`src/rtl/mfp_ahb_uart_slave.sv`:
```
// mfp_ahb_uart_slave
//   AHB-Lite UART slave for the MFP AHB-Lite matrix. CPU writes are queued in a
//   TX FIFO and sent 8N1 with a programmable bit period of DIVISOR+1 HCLK cycles.
//   The slave has zero wait states: HREADY is tied high and HRESP is tied OKAY.
//   Defining MFP_UART_RX_EN adds a receiver with a one-byte holding register.
//   Without it, UART_RX is unused and the receive status/data fields read 0.
// Ports
//   HCLK, HRESETn          clock; synchronous active-low reset
//   HADDR..HWRITE          AHB-Lite slave inputs (only HADDR[3:2] decoded)
//   HRDATA, HREADY, HRESP  AHB-Lite slave response
//   SI_Endian              unused
//   UART_RX                serial input (asynchronous)
//   UART_TX                serial output, idles high
// Register map (HADDR[3:2])
//   0 DATA     wr: push byte to TX FIFO; rd: {24'b0, rx_byte}, clears rx_valid
//   1 STATUS   {rx_frame_err, rx_overrun, tx_overflow, rx_valid, tx_idle, tx_full}
//              writing 1 to bit 3/4/5 clears that sticky bit
//   2 DIVISOR  16-bit bit-period divisor; a write of 0 is stored as 1
//   3          reads 0, writes ignored
module mfp_ahb_uart_slave #(
  parameter int unsigned TX_FIFO_DEPTH   = 16,
  parameter logic [15:0] DEFAULT_DIVISOR = 16'd433
) (
  input  logic        HCLK,
  input  logic        HRESETn,
  input  logic [31:0] HADDR,
  input  logic [2:0]  HBURST,
  input  logic        HMASTLOCK,
  input  logic [3:0]  HPROT,
  input  logic        HSEL,
  input  logic [2:0]  HSIZE,
  input  logic [1:0]  HTRANS,
  input  logic [31:0] HWDATA,
  input  logic        HWRITE,
  output logic [31:0] HRDATA,
  output logic        HREADY,
  output logic        HRESP,
  input  logic        SI_Endian,
  input  logic        UART_RX,
  output logic        UART_TX
);

  localparam int unsigned AW = $clog2(TX_FIFO_DEPTH);
  localparam logic [AW:0] FULL_CNT = (AW+1)'(TX_FIFO_DEPTH);

  typedef enum logic [1:0] {TX_IDLE, TX_START, TX_DATA, TX_STOP} tx_state_t;

  assign HREADY = 1'b1;
  assign HRESP  = 1'b0;

  // Bus address phase capture
  logic       r_wr_en, r_rd_en;
  logic [1:0] r_addr;
  logic       w_accept;
  assign w_accept = HSEL & HTRANS[1] & HREADY;

  always_ff @(posedge HCLK) begin
    if (!HRESETn) begin
      r_wr_en <= 1'b0;
      r_rd_en <= 1'b0;
      r_addr  <= '0;
    end else begin
      r_wr_en <= w_accept & HWRITE;
      r_rd_en <= w_accept & ~HWRITE;
      r_addr  <= HADDR[3:2];
    end
  end

  logic w_wr_data, w_wr_stat, w_wr_div, w_rd_data;
  assign w_wr_data = r_wr_en && (r_addr == 2'd0);
  assign w_wr_stat = r_wr_en && (r_addr == 2'd1);
  assign w_wr_div  = r_wr_en && (r_addr == 2'd2);
  assign w_rd_data = r_rd_en && (r_addr == 2'd0);

  // TX FIFO
  logic [7:0]    r_mem [TX_FIFO_DEPTH];
  logic [AW-1:0] r_wptr, r_rptr;
  logic [AW:0]   r_count;
  logic          w_full, w_empty, w_push_ok, w_pop;
  assign w_full    = (r_count == FULL_CNT);
  assign w_empty   = (r_count == '0);
  assign w_push_ok = w_wr_data && !w_full;

  always_ff @(posedge HCLK) begin
    if (w_push_ok) r_mem[r_wptr] <= HWDATA[7:0];
  end

  always_ff @(posedge HCLK) begin
    if (!HRESETn) begin
      r_wptr  <= '0;
      r_rptr  <= '0;
      r_count <= '0;
    end else begin
      if (w_push_ok) r_wptr <= r_wptr + 1'b1;
      if (w_pop)     r_rptr <= r_rptr + 1'b1;
      case ({w_push_ok, w_pop})
        2'b10:   r_count <= r_count + 1'b1;
        2'b01:   r_count <= r_count - 1'b1;
        default: r_count <= r_count;
      endcase
    end
  end

  // Control registers
  logic [15:0] r_divisor;
  logic        r_tx_overflow;

  always_ff @(posedge HCLK) begin
    if (!HRESETn) begin
      r_divisor     <= DEFAULT_DIVISOR;
      r_tx_overflow <= 1'b0;
    end else begin
      if (w_wr_div) r_divisor <= (HWDATA[15:0] == 16'd0) ? 16'd1 : HWDATA[15:0];
      if (w_wr_stat && HWDATA[3]) r_tx_overflow <= 1'b0;
      if (w_wr_data && w_full)    r_tx_overflow <= 1'b1;
    end
  end

  // TX FSM. UART_TX is the registered image of the current state's line level,
  // so the line lags the state by one cycle but every bit keeps its full width.
  tx_state_t   r_tx_state, w_tx_next;
  logic [15:0] r_tx_cnt;
  logic [2:0]  r_tx_idx;
  logic [7:0]  r_tx_shift;
  logic        r_tx, w_tx_bit, w_bit_end;
  assign w_bit_end = (r_tx_cnt == 16'd0);

  always_ff @(posedge HCLK) begin
    if (!HRESETn) r_tx_state <= TX_IDLE;
    else          r_tx_state <= w_tx_next;
  end

  always_comb begin
    w_tx_next = r_tx_state;
    w_pop     = 1'b0;
    w_tx_bit  = 1'b1;
    case (r_tx_state)
      TX_IDLE:  if (!w_empty) begin
                  w_pop     = 1'b1;
                  w_tx_next = TX_START;
                end
      TX_START: begin
                  w_tx_bit = 1'b0;
                  if (w_bit_end) w_tx_next = TX_DATA;
                end
      TX_DATA:  begin
                  w_tx_bit = r_tx_shift[0];
                  if (w_bit_end && r_tx_idx == 3'd7) w_tx_next = TX_STOP;
                end
      TX_STOP:  if (w_bit_end) begin
                  if (!w_empty) begin
                    w_pop     = 1'b1;
                    w_tx_next = TX_START;
                  end else begin
                    w_tx_next = TX_IDLE;
                  end
                end
      default:  w_tx_next = TX_IDLE;
    endcase
  end

  // Baud counter counts down from the divisor latched at each bit boundary,
  // so a DIVISOR write only affects bits that start after it.
  always_ff @(posedge HCLK) begin
    if (!HRESETn) begin
      r_tx       <= 1'b1;
      r_tx_cnt   <= '0;
      r_tx_idx   <= '0;
      r_tx_shift <= '0;
    end else begin
      r_tx <= w_tx_bit;
      if (w_pop) begin
        r_tx_shift <= r_mem[r_rptr];
        r_tx_cnt   <= r_divisor;
        r_tx_idx   <= '0;
      end else if (r_tx_state != TX_IDLE) begin
        if (w_bit_end) begin
          r_tx_cnt <= r_divisor;
          if (r_tx_state == TX_DATA) begin
            r_tx_shift <= {1'b0, r_tx_shift[7:1]};
            r_tx_idx   <= r_tx_idx + 3'd1;
          end
        end else begin
          r_tx_cnt <= r_tx_cnt - 16'd1;
        end
      end
    end
  end

  assign UART_TX = r_tx;

  // Receiver
  logic [7:0] w_rx_byte;
  logic       w_rx_valid, w_rx_overrun, w_rx_ferr;

`ifdef MFP_UART_RX_EN
  typedef enum logic [1:0] {RX_IDLE, RX_START, RX_DATA, RX_STOP} rx_state_t;

  rx_state_t   r_rx_state, w_rx_next;
  logic        r_rx_s1, r_rx_s2, r_rx_d;
  logic [15:0] r_rx_cnt;
  logic [2:0]  r_rx_idx;
  logic [7:0]  r_rx_shift, r_rx_byte;
  logic        r_rx_valid, r_rx_overrun, r_rx_ferr;
  logic        w_rx_tick, w_rx_good, w_rx_bad;
  assign w_rx_tick = (r_rx_cnt == 16'd0);

  always_ff @(posedge HCLK) begin
    if (!HRESETn) r_rx_state <= RX_IDLE;
    else          r_rx_state <= w_rx_next;
  end

  always_comb begin
    w_rx_next = r_rx_state;
    w_rx_good = 1'b0;
    w_rx_bad  = 1'b0;
    case (r_rx_state)
      RX_IDLE:  if (r_rx_d && !r_rx_s2) w_rx_next = RX_START;
      RX_START: if (w_rx_tick) w_rx_next = r_rx_s2 ? RX_IDLE : RX_DATA;
      RX_DATA:  if (w_rx_tick && r_rx_idx == 3'd7) w_rx_next = RX_STOP;
      RX_STOP:  if (w_rx_tick) begin
                  w_rx_next = RX_IDLE;
                  w_rx_good = r_rx_s2;
                  w_rx_bad  = !r_rx_s2;
                end
      default:  w_rx_next = RX_IDLE;
    endcase
  end

  // In IDLE the counter is preloaded so the start bit is re-checked half a bit
  // after the edge; after that every sample is one full bit later (mid-bit).
  always_ff @(posedge HCLK) begin
    if (!HRESETn) begin
      r_rx_s1    <= 1'b1;
      r_rx_s2    <= 1'b1;
      r_rx_d     <= 1'b1;
      r_rx_cnt   <= '0;
      r_rx_idx   <= '0;
      r_rx_shift <= '0;
    end else begin
      r_rx_s1 <= UART_RX;
      r_rx_s2 <= r_rx_s1;
      r_rx_d  <= r_rx_s2;
      if (r_rx_state == RX_IDLE) begin
        r_rx_cnt <= (r_divisor - 16'd1) >> 1;
        r_rx_idx <= '0;
      end else if (w_rx_tick) begin
        r_rx_cnt <= r_divisor;
        if (r_rx_state == RX_DATA) begin
          r_rx_shift <= {r_rx_s2, r_rx_shift[7:1]};
          r_rx_idx   <= r_rx_idx + 3'd1;
        end
      end else begin
        r_rx_cnt <= r_rx_cnt - 16'd1;
      end
    end
  end

  // Set wins over a same-cycle software clear.
  always_ff @(posedge HCLK) begin
    if (!HRESETn) begin
      r_rx_byte    <= '0;
      r_rx_valid   <= 1'b0;
      r_rx_overrun <= 1'b0;
      r_rx_ferr    <= 1'b0;
    end else begin
      if (w_wr_stat && HWDATA[4]) r_rx_overrun <= 1'b0;
      if (w_wr_stat && HWDATA[5]) r_rx_ferr    <= 1'b0;
      if (w_rx_good) begin
        if (!r_rx_valid || w_rd_data) begin
          r_rx_byte  <= r_rx_shift;
          r_rx_valid <= 1'b1;
        end else begin
          r_rx_overrun <= 1'b1;
        end
      end else if (w_rd_data) begin
        r_rx_valid <= 1'b0;
      end
      if (w_rx_bad) r_rx_ferr <= 1'b1;
    end
  end

  assign w_rx_byte    = r_rx_byte;
  assign w_rx_valid   = r_rx_valid;
  assign w_rx_overrun = r_rx_overrun;
  assign w_rx_ferr    = r_rx_ferr;

  logic w_unused;
  assign w_unused = ^{HADDR[31:4], HADDR[1:0], HBURST, HMASTLOCK, HPROT, HSIZE,
                      HTRANS[0], HWDATA[31:16], SI_Endian};
`else
  assign w_rx_byte    = '0;
  assign w_rx_valid   = 1'b0;
  assign w_rx_overrun = 1'b0;
  assign w_rx_ferr    = 1'b0;

  logic w_unused;
  assign w_unused = ^{HADDR[31:4], HADDR[1:0], HBURST, HMASTLOCK, HPROT, HSIZE,
                      HTRANS[0], HWDATA[31:16], SI_Endian, UART_RX};
`endif

  // Read data (combinational in the data phase)
  logic [5:0] w_status;
  assign w_status = {w_rx_ferr, w_rx_overrun, r_tx_overflow, w_rx_valid,
                     w_empty && (r_tx_state == TX_IDLE), w_full};

  always_comb begin
    HRDATA = '0;
    if (r_rd_en) begin
      case (r_addr)
        2'd0:    HRDATA = {24'd0, w_rx_byte};
        2'd1:    HRDATA = {26'd0, w_status};
        2'd2:    HRDATA = {16'd0, r_divisor};
        default: HRDATA = '0;
      endcase
    end
  end

endmodule
```
`config.mk`:
```
export PLATFORM = sky130hd
export DESIGN_NAME = mfp_ahb_uart_slave
export DESIGN_NICKNAME = d
export VERILOG_FILES = /design/src/rtl/mfp_ahb_uart_slave.sv
export SDC_FILE = /design/constraint.sdc
export NUM_CORES = 1
export LEC_CHECK = 0
export ABC_AREA = 1
export BUFFER_PORTS_ARGS = -buffer_cell sky130_fd_sc_hd__buf_2
export CAP_MARGIN = 20
export CORE_MARGIN = 3
export CORE_UTILIZATION = 64
export CTS_BUF_LIST = sky130_fd_sc_hd__clkbuf_8
export DETAILED_ROUTE_END_ITERATION = 12
export MAX_ROUTING_LAYER = met4
export PLACE_DENSITY = 0.87
export SYNTH_ARGS = -nofsm -noshare
export SYNTH_HDL_FRONTEND = slang
export SYNTH_SLANG_ARGS = --single-unit
```
`constraint.sdc`:
```
create_clock -name HCLK -period 4.6 [get_ports HCLK]
set_clock_uncertainty 0.05 [all_clocks]
set_input_delay 0.46 -clock HCLK [delete_from_list [all_inputs] [get_ports HCLK]]
set_output_delay 0.46 -clock HCLK [all_outputs]
set_load 0.01 [all_outputs]
```
# Word-level counts from Yosys, hierarchy flattened
# Memory sizes are Yosys's and may differ from the RTL's. A register that Yosys moved wholly into a read port is not among the register bits.
# Index checks and enable logic that the tools add are counted.
# W data, S select, Z words.
# totals
ff_bits	64
inputBits	83
word_cells	89
output_inout_bits	35
mem_count	1
mem_bits_rw	128
# classes
add_sub_neg	6
n_bitwise	5
eq_ne	13
mux	27
n_reduce_logical	24
# memory_table
memory	words	width	read_ports	rd_ports_with_merged_regs	write_ports	line_no	rtl
r_mem	16	8	1	1	1	76	logic [7:0] r_mem [TX_FIFO_DEPTH];
# ops
op	n
$mux W16	5
$logic_not A16 Y1	2
$mux W8	4
$pmux W16 S2	1
$sub A16 B1 Y16 const B	1
$reduce_bool A2 Y1	6
$pmux W5 S2	1
$add A4 B1 Y4 const B	2
$eq A2 B2 Y1 const B	4
$logic_and A1 B1 Y1	8
$mux W2	4
$mux W4	2
$ne A2 B2 Y1 const B	4
$pmux W2 S4	1
$mux W1	7
$eq A2 B1 Y1 const B	3
$reduce_and A3 Y1	2
$add A5 B1 Y5 const B	1
$eq A5 B5 Y1 const B	1
$logic_not A5 Y1	1
$sub A5 B1 Y5 const B	1
$logic_not A2 Y1	2
$pmux W1 S2	2
$reduce_and A4 Y1	1
other kinds (6)	9

# Depth between registers and ports, before layout
# logic_depth
word_depth	6
mapped_depth	21

# Worst setup path before layout
# No wires, ideal clock.
# synth_path
path_kind	reg2reg
start	reg r_tx_cnt[0]
end	reg r_count[4]
slack_ps	1992
stages_incl_launch_ff	22
synth_period_minus_slack_ps	2608
t_required_ps	4418
arrival_ps	2426
n_path_buf	1
cell_sequence	dfxtp_1 > inv_1 > ha_1 > nand2_2 > nor2_4 > nand2_4 > o21ai_2 > nand2_2 > inv_2 > buf_2 > ha_1 > xnor2_1 > inv_1 > ha_1 > inv_1 > nand2_1 > nand2_1 > nand2_1 > nand2_1 > nand2_1 > nand2_1 > a21oi_1
# synth_between
elab_chain_len	5
# synth_rtl
element	line_no	rtl
from (decl)	122	logic [15:0] r_tx_cnt;
from (signal assigned)	174	r_tx_cnt <= r_divisor;
from (signal assigned)	178	r_tx_cnt <= r_divisor;
from (signal assigned)	184	r_tx_cnt <= r_tx_cnt - 16'd1;
$logic_not A16 Y1 (*)	126	assign w_bit_end = (r_tx_cnt == 16'd0);
$mux W1 (*)	150	TX_STOP: if (w_bit_end) begin
$pmux W1 S2 (*)	137	case (r_tx_state)
net w_pop	79	logic w_full, w_empty, w_push_ok, w_pop;
$eq A2 B1 Y1 / $eq A2 B2 Y1 (equally long branches)	96	case ({w_push_ok, w_pop})
$pmux W5 S2 / $reduce_bool A2 Y1 (equally long branches)	n/a	
to (signal assigned)	97	2'b10: r_count <= r_count + 1'b1;
to (signal assigned)	98	2'b01: r_count <= r_count - 1'b1;
to (signal assigned)	99	default: r_count <= r_count;
to (decl)	78	logic [AW:0] r_count;
# The timed path passes the listed nets; every way through them passes the cells marked *.
# A chain may end at the register's enable or synchronous reset.

# Final worst setup path
# layout_path
start	reg r_tx_cnt[0]
end	reg r_count[4]
# layout_between
elab_chain_len	5
# layout_rtl
element	line_no
$logic_not A16 Y1 (*)	126
$mux W1 (*)	150
$pmux W1 S2 (*)	137
$eq A2 B1 Y1 / $eq A2 B2 Y1 (equally long branches)	96
$pmux W5 S2 / $reduce_bool A2 Y1 (equally long branches)	n/a
# Every way passes the cells marked *; elsewhere a longest branch is shown, timed or not.

==> results.sh <==
export IMPL_ir_worst_vdd_v=0.000464
export IMPL_ys_types=45
export IMPL_ys_flop_type="edfxtp_1"
export IMPL_synth_area_leaders="edfxtp_1, dfxtp_1, o21ai_0"
export IMPL_synth_area_per_cell_um2=10.1
export IMPL_dieArea_um2=15200
export IMPL_drcViolationCount=0
export IMPL_clockBufferDepth=2
export IMPL_whs_path_depth=2
export IMPL_drv_cap=0
export IMPL_final_period_utilization_pct=68.4
export IMPL_dr_pass1_iters=6
export IMPL_min_path_type="in2reg"
export IMPL_end_kind="flip-flop"
export IMPL_synth_edf_count=128
export IMPL_grt_total_usage_pct=26.7
export IMPL_drive_gt1_share_pct=10.6
export IMPL_cts_resized=0
export IMPL_final_setup_worst_slack_ns=1.45
export IMPL_hold_buffers=0
export IMPL_syn_area_um2=8800
export IMPL_wl_per_cell_um=17.5
export IMPL_cts_sinks=196
export IMPL_tns_ns=0
export IMPL_slew_headroom_pct=33.8
export IMPL_nNetsFinal=997
export IMPL_rows=42
export IMPL_start_util_pct=66.0
export IMPL_drtIter0Drc=932
export IMPL_crit_path_max_fanout=13
export IMPL_cts_root_buffer_cell="clkbuf_8"
export IMPL_rsz0062_at_grt="false"
export IMPL_die_h_um=123
export IMPL_routed_via_density=5.86
export IMPL_dpl_hpwl_um=12100
export IMPL_htree_levels=4
export IMPL_drtAntennaViolNets=0
export IMPL_p_total_mw=4.95
export IMPL_cts_buffers_inserted=17
export IMPL_hold_violations=0
export IMPL_synth_cells=874
export IMPL_coreArea_um2=13300
export IMPL_r2r_setup_slack_ns=1.45
export IMPL_post_place_ws_ns=1.49
export IMPL_grt_pass1_vias=6046
export IMPL_criticalPathCategory="reg2reg"
export IMPL_grt_max_degree=102
export IMPL_grt_overflow_total=0
export IMPL_max_freq_mhz=318
export IMPL_grt_pass1_wl_um=29800
export IMPL_vias=6356
export IMPL_clk_pin_slew_ns=0.10
export IMPL_yosys_area_top_type_share_pct=43.7
export IMPL_cellLeakagePower_nw=3.52
export IMPL_outcome="finished clean"
export IMPL_wl_um=19000
export IMPL_powerDensity_nw_per_um2=526
export IMPL_ys_ff_latch=196
export IMPL_rr_worst_depth=20
export IMPL_cp_data_required_time_ns=4.89
export IMPL_setup_viol=0
export IMPL_place_gp_congestion=0.871
export IMPL_clock_latency_ns=0.48
export IMPL_synth_largest_area_cell="edfxtp_1"
export IMPL_antenna_found_initial=1
export IMPL_io_buffers=39
export IMPL_async_flop_share_pct=0
export IMPL_cts_tree="yes"
export IMPL_holdWs_ns=0.0883
export IMPL_worst_pin_slew_ns=0.991
export IMPL_yosysWarnings=0
export IMPL_slew_violations=0
export IMPL_io_pins=118
export IMPL_cts_setup_buffers=0
export IMPL_cp_arrival_ns=3.43
export IMPL_cp_start_kind="flip-flop"
export IMPL_area_growth_pct=6.86
export IMPL_die_x_um=123
export IMPL_finalCriticalPeriod_ns=3.15
export IMPL_synth_seq_area_share_pct=59.1
[routing by layer]
metal	GRT usage (%)	wire [um]	share of wire, %	vias up
li1	-	-	-	3022
met1	33.5	7730	41	2989
met2	42.4	9230	49	291
met3	6.45	1500	7.9	54
met4	10.2	544	2.9	0
met5	-	0	0	-
[critical path, cell delays in order, from the launching register on]
cell and delay [ns]:
dfxtp_1 0.31, inv_1 0.13, ha_1 0.23, nand2_2 0.12
nor2_4 0.22, nand2_4 0.09, o21ai_2 0.18, nand2_2 0.20
inv_2 0.26, ha_1 0.33, xnor2_1 0.17, inv_1 0.07
ha_1 0.18, inv_1 0.05, nand2_1 0.07, nand2_1 0.08
nand2_1 0.05, nand2_1 0.05, nand2_1 0.04, nand2_1 0.05
a21oi_1 0.06
[cell usage in the layout (no fill, tap or decap), drive strengths merged]
master	Yosys	final
edfxtp	128	128
nand2	116	116
o21ai	108	108
inv	91	94
a21oi	83	83
nor2	81	81
dfxtp	68	68
buf	33	42
mux2i	27	27
ha	19	19
nand3	18	18
conb	2	18
clkbuf	23	17
o211ai	12	12
nor3	10	10
a31oi	9	9
xnor2	8	8
nand4	7	7
xor2	6	6
clkinv	1	6
a211oi	5	5
nor4	5	5
o221ai	4	4
clkinvlp	0	4
o22ai	3	3
bufinv	0	3
a22oi	2	2
diode	0	1
nand3b	1	1
a221oi	1	1
a31o	1	1
and3	1	1
a32o	1	1
[sequential cells by signal (all words and copies together) (netlist names), 2 cells and up, named ones only]
name	count
r_tx_state	2
r_tx_cnt	16
r_addr	2
r_rptr	4
r_tx_idx	3
r_count	5
r_mem	128
r_tx_shift	8
r_divisor	16
r_wptr	4
[worst paths after layout]
path,from,to
max,r_tx_cnt[0],r_count[4]
min,HWRITE,r_rd_en
max reg2reg,r_tx_cnt[0],r_count[4]
min reg2reg,r_tx_idx[1],r_tx_idx[1]
[final cells by class]
type,count,area (um2)
antenna,1,2.50
clock buffer,17,234
clock inverter,15,164
fill,933,3940
inverter,92,352
multi-input combinational,546,2990
sequential,196,5210
tap,176,220
timing repair buffer,42,238
[stage by stage]
stage	instances	instance area, um2	utilization (%)
after floorplan	890	8860	-
after global placement	1051	8980	67.3
after detailed placement	1051	8980	67.3
after CTS	1083	9380	70.3
after global routing	1085	9410	70.5
final	1085	9410	70.5
[power by group]
group,switching [mW],internal [mW],total (mW)
clock network,0.591,0.531,1.12
registers,0.117,1.99,2.11
logic,1.14,0.580,1.71
total,1.84,3.10,4.95
[cells in the mapped netlist, types with 5 or more instances]
cell type / number
nor4_1: 5
buf_2: 8
xor2_1: 6
inv_1: 88
nor2_1: 75
nand3_1: 18
nand2_1: 110
a31oi_1: 9
dfxtp_1: 68
mux2i_1: 27
o211ai_1: 9
edfxtp_1: 128
a211oi_1: 5
a21oi_1: 82
nor3_1: 9
nand4_1: 7
buf_4: 19
o21ai_0: 100
ha_1: 19
xnor2_1: 8
o21ai_1: 6
clkbuf_1: 23
[kinds of logic after synthesis]
group,count (synthesis),share of synthesized area (%)
AOI/OAI and AO/OA,229,14.3
xor gates and xnor gates,14,1.39
DFF,196,59.1
buffers and inverters,148,7.60
adders and majority gates,19,2.70
other,2,0.0853
and+or+nand+nor,239,11.7
muxes,27,3.07
Note: power is estimated with default switching activity, not from simulation.
